**config.mk**
```make
export PLATFORM = sky130hd
export DESIGN_NAME = am_sweep_ctrl
export DESIGN_NICKNAME = d
export VERILOG_FILES = /design/src/rtl/am_ctrl_pkg.sv /design/src/rtl/am_tick_gen.sv /design/src/rtl/am_sweep_ctrl.sv
export SDC_FILE = /design/constraint.sdc
export NUM_CORES = 1
export LEC_CHECK = 0
export CORE_MARGIN = 1.5
export CORE_UTILIZATION = 64
export CTS_CLUSTER_DIAMETER = 120
export DETAILED_ROUTE_END_ITERATION = 12
export DONT_BUFFER_PORTS = 1
export GPL_ROUTABILITY_DRIVEN = 0
export GPL_TIMING_DRIVEN = 0
export PLACE_DENSITY = 0.79
export SLEW_MARGIN = 20
export SYNTH_ARGS = -nofsm -noshare
export SYNTH_HDL_FRONTEND = slang
export SYNTH_SLANG_ARGS = --single-unit
```
**constraint.sdc**
```tcl
create_clock -name clk -period 3.7 [get_ports clk]
set_input_delay 0.555 -clock clk [delete_from_list [all_inputs] [get_ports clk]]
set_output_delay 0.555 -clock clk [all_outputs]
set_load 0.02 [all_outputs]
```
**src/rtl/am_ctrl_pkg.sv**
```systemverilog
// Shared types and Q1.15 saturating helpers for the AM sweep controller.
package am_ctrl_pkg;

    typedef enum logic [1:0] {
        IDLE,
        RAMP_UP,
        HOLD,
        RAMP_DOWN
    } am_state_e;

    localparam logic [15:0] Q15_ONE = 16'd32767;

    // Sum is formed at 17 bits so a large step can never wrap past the limit.
    function automatic logic [15:0] q15_sat_add(input logic [15:0] a, input logic [15:0] b,
                                                input logic [15:0] lim);
        logic [16:0] sum;
        sum = {1'b0, a} + {1'b0, b};
        return (sum > {1'b0, lim}) ? lim : sum[15:0];
    endfunction

    function automatic logic [15:0] q15_sat_sub(input logic [15:0] a, input logic [15:0] b);
        return (a > b) ? (a - b) : 16'd0;
    endfunction

endpackage

```
**src/rtl/am_tick_gen.sv**
```systemverilog
// Ramp-tick prescaler: one-cycle tick every RATE_DIV clocks while not cleared.
module am_tick_gen #(
    parameter logic [15:0] RATE_DIV = 16'd50000
) (
    input  logic clk,
    input  logic rst_n,
    input  logic i_clear,
    output logic o_tick
);

    logic [15:0] cnt_q, cnt_d;

    assign o_tick = !i_clear && (cnt_q == RATE_DIV - 16'd1);

    always_comb begin
        cnt_d = cnt_q + 16'd1;
        if (i_clear || o_tick) begin
            cnt_d = 16'd0;
        end
    end

    always_ff @(posedge clk or negedge rst_n) begin
        if (!rst_n) begin
            cnt_q <= 16'd0;
        end else begin
            cnt_q <= cnt_d;
        end
    end

endmodule

```
**src/rtl/am_sweep_ctrl.sv**
```systemverilog
// AM envelope sequencer: ramp depth up, hold, ramp down, then signal done.
// Define AM_SWEEP_LOOP_EN to repeat the sweep until a stop request.
module am_sweep_ctrl
    import am_ctrl_pkg::*;
#(
    parameter logic [15:0] DEPTH_INC = 16'd1024,
    parameter logic [15:0] RATE_DIV  = 16'd50000,
    parameter int unsigned HOLD_W    = 16
) (
    input  logic              clk,
    input  logic              rst_n,
    input  logic              i_start,
    input  logic              i_stop,
    input  logic [31:0]       i_step,
    input  logic [15:0]       i_depth_q15,
    input  logic [HOLD_W-1:0] i_hold,
    output logic              o_ready,
    output logic              o_busy,
    output logic              o_nco_enable,
    output logic [31:0]       o_step,
    output logic [15:0]       o_depth_q15,
    output logic              o_done
);

    localparam logic [HOLD_W-1:0] HOLD_ONE = 1;

    am_state_e         state_q;
    logic              busy_q, ready_q, done_q;
    logic [31:0]       step_q;
    logic [15:0]       depth_q, target_q;
    logic [HOLD_W-1:0] hold_cnt_q;
    logic [15:0]       depth_up, depth_dn, target_in;
    logic              tick, tick_clear;

`ifdef AM_SWEEP_LOOP_EN
    logic [HOLD_W-1:0] hold_q;
    logic              stop_q;
`endif

    assign tick_clear = (state_q == IDLE);

    am_tick_gen #(
        .RATE_DIV(RATE_DIV)
    ) u_tick_gen (
        .clk    (clk),
        .rst_n  (rst_n),
        .i_clear(tick_clear),
        .o_tick (tick)
    );

    assign depth_up  = q15_sat_add(depth_q, DEPTH_INC, target_q);
    assign depth_dn  = q15_sat_sub(depth_q, DEPTH_INC);
    assign target_in = (i_depth_q15 > Q15_ONE) ? Q15_ONE : i_depth_q15;

    always_ff @(posedge clk or negedge rst_n) begin
        if (!rst_n) begin
            state_q    <= IDLE;
            busy_q     <= 1'b0;
            ready_q    <= 1'b1;
            done_q     <= 1'b0;
            step_q     <= 32'd0;
            depth_q    <= 16'd0;
            target_q   <= 16'd0;
            hold_cnt_q <= '0;
`ifdef AM_SWEEP_LOOP_EN
            hold_q     <= '0;
            stop_q     <= 1'b0;
`endif
        end else begin
            done_q <= 1'b0;
`ifdef AM_SWEEP_LOOP_EN
            stop_q <= (state_q == IDLE) ? 1'b0 : (stop_q | i_stop);
`endif
            unique case (state_q)
                IDLE: begin
                    // A stop arriving with the start is intentionally dropped.
                    if (i_start) begin
                        step_q     <= i_step;
                        target_q   <= target_in;
                        hold_cnt_q <= i_hold;
`ifdef AM_SWEEP_LOOP_EN
                        hold_q     <= i_hold;
`endif
                        depth_q    <= 16'd0;
                        state_q    <= RAMP_UP;
                        busy_q     <= 1'b1;
                        ready_q    <= 1'b0;
                    end
                end
                RAMP_UP: begin
                    if (i_stop) begin
                        state_q <= RAMP_DOWN;
                    end else if (tick) begin
                        depth_q <= depth_up;
                        if (depth_up == target_q) begin
                            state_q <= (hold_cnt_q == '0) ? RAMP_DOWN : HOLD;
                        end
                    end
                end
                HOLD: begin
                    if (i_stop) begin
                        state_q <= RAMP_DOWN;
                    end else if (tick) begin
                        hold_cnt_q <= hold_cnt_q - HOLD_ONE;
                        if (hold_cnt_q == HOLD_ONE) begin
                            state_q <= RAMP_DOWN;
                        end
                    end
                end
                RAMP_DOWN: begin
                    if (tick) begin
                        depth_q <= depth_dn;
                        if (depth_dn == 16'd0) begin
                            done_q <= 1'b1;
`ifdef AM_SWEEP_LOOP_EN
                            if (stop_q || i_stop) begin
                                state_q <= IDLE;
                                busy_q  <= 1'b0;
                                ready_q <= 1'b1;
                            end else begin
                                state_q    <= RAMP_UP;
                                hold_cnt_q <= hold_q;
                            end
`else
                            state_q <= IDLE;
                            busy_q  <= 1'b0;
                            ready_q <= 1'b1;
`endif
                        end
                    end
                end
                default: state_q <= IDLE;
            endcase
        end
    end

    assign o_ready      = ready_q;
    assign o_busy       = busy_q;
    assign o_nco_enable = busy_q;
    assign o_step       = step_q;
    assign o_depth_q15  = depth_q;
    assign o_done       = done_q;

endmodule

```
Word-level counts from Yosys, hierarchy flattened
Index checks and enable logic that the tools add are counted.
{"block": "op_classes", "n_reduce_logical": 14, "muxes": 35, "n_eq_ne": 17, "addsub": 4, "n_lt_le_gt_ge": 3}
{"operator": "two-way mux 16 bit", "count": 11}
{"operator": "one-hot mux 16 bit (3 select lines)", "count": 1}
{"operator": "zero test 16 bit", "count": 2}
{"operator": "one-hot mux 16 bit (2 select lines)", "count": 1}
{"operator": "two-way mux 2 bit", "count": 9}
{"operator": "adder 16 x 11 -> 17 bit (second input constant)", "count": 1}
{"operator": "> comparator 17 x 16 -> 1 bit", "count": 1}
{"operator": "adder 16 x 1 -> 16 bit (second input constant)", "count": 1}
{"operator": "equality test 16 x 1 -> 1 bit (second input constant)", "count": 1}
{"operator": "equality test 16 bit", "count": 1}
{"operator": "equality test 16 bit (second input constant)", "count": 1}
{"operator": "> comparator 16 x 11 -> 1 bit (second input constant)", "count": 1}
{"operator": "> comparator 16 x 15 -> 1 bit (second input constant)", "count": 1}
{"operator": "subtractor 16 x 1 -> 16 bit (second input constant)", "count": 1}
{"operator": "subtractor 16 x 11 -> 16 bit (second input constant)", "count": 1}
{"operator": "two-way mux 1 bit", "count": 10}
{"operator": "!= test 2 bit (second input constant)", "count": 4}
{"operator": "one-hot mux 2 bit (4 select lines)", "count": 1}
{"operator": "AND reduction 4 bit", "count": 2}
{"operator": "AND reduction 7 bit", "count": 1}
{"operator": "!= test 2 x 1 -> 1 bit (second input constant)", "count": 3}
{"operator": "!= test 3 x 2 -> 1 bit (second input constant)", "count": 2}
{"operator": "!= test 3 bit (second input constant)", "count": 2}
{"operator": "AND reduction 5 bit", "count": 1}
{"operator": "other kinds (10)", "count": 13}
{"block": "word_totals", "reg_bits": 101, "wordCells": 82, "input_bits": 68}

Depth between registers and ports, before layout
{"block": "depth", "depth_word": 8, "ltp_mapped": 12, "depth_no_buf": 11}

Cells and area by module
From an unflattened synthesis, not the netlist that was laid out.
{"block": "unflattened", "cells_unflattened": 554, "area_unflattened_um2": 5695.5}
{"module": "am_sweep_ctrl", "n_inst": 1, "area_each_um2": 4853.4, "seq_area_each_um2": 2128.3, "cells_per_inst": 472}
{"module": "am_tick_gen", "n_inst": 1, "area_each_um2": 842.1, "seq_area_each_um2": 400.4, "cells_per_inst": 82}

Worst setup path before layout
OpenSTA, ideal clock, no wires.
{"block": "synth_timing", "path_kind": "register -> register", "from": "register depth_q[11] (netlist: o_depth_q15[11])", "to": "register state_q[0]", "setup_ns": 0.128, "slack_ns": 0.453, "t_arrival_ns": 3.119, "stages_incl_launch_ff": 13, "cell_sequence": "dfrtp_1 ha_1 clkbuf_1 nand3_1 xnor2_1 ha_1 nand4_1 or2_1 a2111oi_2 a211oi_2 a41o_1 a21oi_2 mux2_1"}
{"block": "synth_via", "elab_chain_cells": 6, "elab_cells_between_ends": 11, "classes_between": "add/sub (2); order compare (2); eq/ne (3); mux (2); reduce/logical (2)"}
{"element": "start, declared", "line": "am_sweep_ctrl.sv:30", "source": "logic [15:0] depth_q, target_q;"}
{"element": "start signal, assigned", "line": "am_sweep_ctrl.sv:94", "source": "depth_q <= depth_up;"}
{"element": "start signal, assigned", "line": "am_sweep_ctrl.sv:112", "source": "depth_q <= depth_dn;"}
{"element": "adder 16 x 11 -> 17 bit", "line": "am_ctrl_pkg.sv:17", "source": "sum = {1'b0, a} + {1'b0, b};"}
{"element": "> comparator 17 x 16 -> 1 bit", "line": "am_ctrl_pkg.sv:18", "source": "return (sum > {1'b0, lim}) ? lim : sum[15:0];"}
{"element": "two-way mux 16 bit", "line": "am_ctrl_pkg.sv:18"}
{"element": "equality test 16 bit", "line": "am_sweep_ctrl.sv:95", "source": "if (depth_up == target_q) begin"}
{"element": "!= test 3 bit (no source line)"}
{"element": "AND reduction 7 bit (no source line) *"}
{"element": "end signal, assigned", "line": "am_sweep_ctrl.sv:96", "source": "state_q <= (hold_cnt_q == '0) ? RAMP_DOWN : HOLD;"}
{"element": "end, declared", "line": "am_sweep_ctrl.sv:27", "source": "am_state_e state_q;"}
Mark *: on every way between the ends. The rest lies on a longest branch, timed or not.
A chain may end at the register's enable or synchronous reset.

Worst setup path after layout
{"block": "layout_timing", "from": "register depth_q[13] (netlist: o_depth_q15[13])", "to": "register depth_q[15] (netlist: o_depth_q15[15])"}
{"block": "layout_via", "elab_chain_cells": 6, "elab_cells_between_ends": 10, "classes_between": "add/sub (2); order compare (2); mux (6)"}
{"element": "adder 16 x 11 -> 17 bit", "line": "am_ctrl_pkg.sv:17"}
{"element": "> comparator 17 x 16 -> 1 bit", "line": "am_ctrl_pkg.sv:18"}
{"element": "two-way mux 16 bit", "line": "am_ctrl_pkg.sv:18"}
{"element": "two-way mux 16 bit", "line": "am_sweep_ctrl.sv:93", "source": "end else if (tick) begin"}
{"element": "two-way mux 16 bit", "line": "am_sweep_ctrl.sv:91", "source": "if (i_stop) begin"}
{"element": "one-hot mux 16 bit (3 select lines) *", "line": "am_sweep_ctrl.sv:74", "source": "unique case (state_q)"}
Mark *: on every way between the ends. The rest lies on a longest branch, timed or not. The select of a mux whose other input is x is not followed.

==> qor.txt <==
HP Class - in2async
All-Layer GR Usage - 28.9%
Synth Area in Compound Gates - 16.2%
R2R setup slack - 210 ps
Synth area leader - dfrtp_1
DR DRC count - 0
#FFs+latches synth - 101
Post-CTS Setup Inserts - 0
Peak supply drop - 0.541 mV
Largest net degree at the start of global routing - 101
Crit path launch - o_depth_q15[13]$_DFFE_PN0P_
Largest family of logic cells by synthesized area - simple AND/OR/NAND/NOR gates
Yosys warns - 0
Post-Synth Adder-Cell Area - 5.76%
Fin Setup TNS - 0 ps
Setup Crit Path Kind - reg2reg
CP Max Fanout - 10
Clock Path Buffers - 2
Inserted Diodes - 0
Leak pwr - 2.67 nW
Most common flop cell mapped by yosys - dfrtp_1
CTS tree - built
Setup crit end kind - register
Final setup viols - 0
Max Freq - 0.286 GHz
Post-synth EDFFs - 0
Worst endpoint required time - 3960 ps
Setup crit end - o_depth_q15[15]$_DFFE_PN0P_
Post-Route WL - 13000 µm
FF-to-FF End - o_depth_q15[15]$_DFFE_PN0P_
Startpoint types - register
Num rows - 34
Clock transition at path regs - 120 ps
Minimum clock period - 3490 ps
Max_slew headroom - 50.9%
Status - completed
Share of layout cells above drive strength 1 - 13.1%
Most frequent cell after synthesis - dfrtp_1
Starting DRT DRC Count - 185
Post-Syn Nets - 656
Synth async-reset ratio - 100%
Final Hold Fails - 0
Pre-CTS setup slack - 17.9 ps
Initial antenna violation count - 0
# port buffers - 0
Distinct cells, synth - 68
First-pass GRT wire length - 21900 µm
Share of the synthesized area in the top cell type - 44.3%
Synthesized area - 5650 µm²
Final worst-path cycle share - 94.4%
PD cells - 703 nW/µm²
Routed wire per std cell - 18.9 µm
CP peak stage delay - 500 ps
Synth top cells by count - dfrtp_1 (100), nor2_1 (51), a21oi_1 (47), inv_1 (33)
Vias per cell - 6.31
CTS root buf - clkbuf_8
Number of global-route vias before repair - 4522
DP Wirelength - 9360 µm
Max-Cap Viols - 0
Synth Area in Simple Gates - 16.6%
Syn Inst Count - 562
Max Slew Vio Count - 0
TritonCTS Buffers - 9
Vias - 4335
CTS sink cnt - 101
R2R depth - 11
Die width - 96.9 µm
CP max-delay cell - dfrtp_1
CORE AREA - 8640 µm²
Worst-Skew Late Latency - 380 ps
Crit-path cells - clkbuf_1, nand3_1, xnor2_1, ha_1, nand4_1, or2_1, a2111oi_2, a211oi_2, a41oi_4, mux2i_1, a221o_1
Routed Antenna Nets - 0
Initial Utilization - 65.4%
Area Growth Syn to Fin - 6.72%
Grt ovf - 0
CP arrival - 3750 ps
Post-Synth XOR/XNOR Area - 5.12%
Skew final - 17.4 ps
Nets - 668
Worst-Margin Slew - 737 ps
RSZ-0062 raised after global routing - false
Syn avg cell area - 10.0 µm²
Die Area - 9390 µm²
Iteration count of the initial detailed-routing pass - 5
Sequential area share after synthesis - 44.8%
Final WS setup - 206 ps
Post-synthesis mux area share - 7.49%
Die Y - 96.9 µm
Num ports - 120
Top cells by area, synth - dfrtp_1 (44%), mux2_2 (6.4%), ha_1 (5.8%)
H-Tree Depth - 3
R2r startpoint - o_depth_q15[13]$_DFFE_PN0P_
-- worst min-delay path by stage --
| stage | start | endpoint | slack, ps | cells after the start |
|---|---|---|---|---|
| 6_report | rst_n | u_tick_gen.cnt_q[4]$_DFF_PN0_ | 90 | 1 |
| 5_1_grt | rst_n | u_tick_gen.cnt_q[14]$_DFF_PN0_ | 110 | 1 |
| 4_1_cts | rst_n | o_ready$_DFFE_PN1P_ | 0.7 | 0 |
| 3_5_place_dp | rst_n | o_depth_q15[10]$_DFFE_PN0P_ | 260 | 0 |
| 3_3_place_gp | rst_n | o_depth_q15[12]$_DFFE_PN0P_ | 260 | 0 |
| 2_1_floorplan | rst_n | hold_cnt_q[0]$_DFFE_PN0P_ | 260 | 0 |
-- sequential cells by signal, indices dropped and copies added, names as in the netlist --
name,flops
o_busy,1
u_tick_gen.cnt_q,16
o_depth_q15,16
state_q,2
o_done,1
o_ready,1
target_q,16
o_step,32
hold_cnt_q,16
-- metrics by stage --
stage	util, %	hold WS [ps]	instance area [µm²]	cells	total power [mW]
2_1_floorplan	-	259	5650	562	3.12
3_3_place_gp	66.9	262	5780	670	3.43
3_5_place_dp	66.9	263	5780	670	3.50
4_1_cts	69.6	0.727	6010	687	4.24
5_1_grt	69.8	115	6020	687	4.53
6_report	69.8	95.0	6020	687	4.24
-- report_power, final --
group          total, mW  leakage (nW)  internal, mW  switching (mW)
clock              0.704         0.103         0.267           0.437
sequential          2.05          1.23          1.48           0.570
combinational       1.48          1.34         0.616           0.863
total               4.24          2.67          2.37            1.87
-- timing repair --
item                       4_1_cts  5_1_grt
setup endpoints to repair       10       15
hold buffers                     1        1
gates resized for setup          1        3
hold endpoints to repair       100        1
-- layout by cell type, fill, tap and decap left out, types with 4 or more instances in the layout --
cell       n
dfrtp_1   97
nor3_1    32
or3_1      8
nand4_1    7
nand2_1   17
a31oi_1    9
o21ai_0   21
nand3_1   10
nand2b_1   6
a22o_1    10
inv_1     33
xor2_1    16
a21oi_1   47
clkbuf_1  22
o22a_1     6
nor2_1    51
mux2i_1    4
mux2_2    32
nor4_1     5
clkbuf_8   9
xnor2_1   17
o21ai_1    9
and3_1     6
ha_1      26
-- cell type report --
type                       count  area (µm²)
buffer                        26         105
clock buffer                   9         124
clock inverter                 7        77.6
fill                         666        2610
inverter                      33         124
multi-input combinational    401        2890
sequential                   101        2530
tap                          108         135
timing repair buffer           2        37.5
-- per-layer routing --
layer	wire length, µm	track usage [%]	vias up	share of wire (%)
li1	-	-	2046	-
met1	5220	35.5	2071	40
met2	6490	48.3	196	50
met3	984	8.74	22	7.6
met4	280	10.7	0	2.2
met5	0	0	-	0
-- cell families after synthesis --
group	after synthesis
AO/OA/AOI/OAI	136
multiplexers	38
AND/OR/NAND/NOR	168
flip-flops	101
buffers and inverters	60
XOR/XNOR	33
adder cells (fa/ha/maj)	26
-- critical path: cells and delay by family, from the launching register on --
kind / cells / cell delay (ps)
buffers and inverters: 1 / 350
multiplexers: 1 / 150
XOR/XNOR: 1 / 190
adder cells (fa/ha/maj): 1 / 320
AO/OA/AOI/OAI: 4 / 1220
flip-flops: 1 / 500
AND/OR/NAND/NOR: 3 / 650
(Power assumes the default switching activity.)
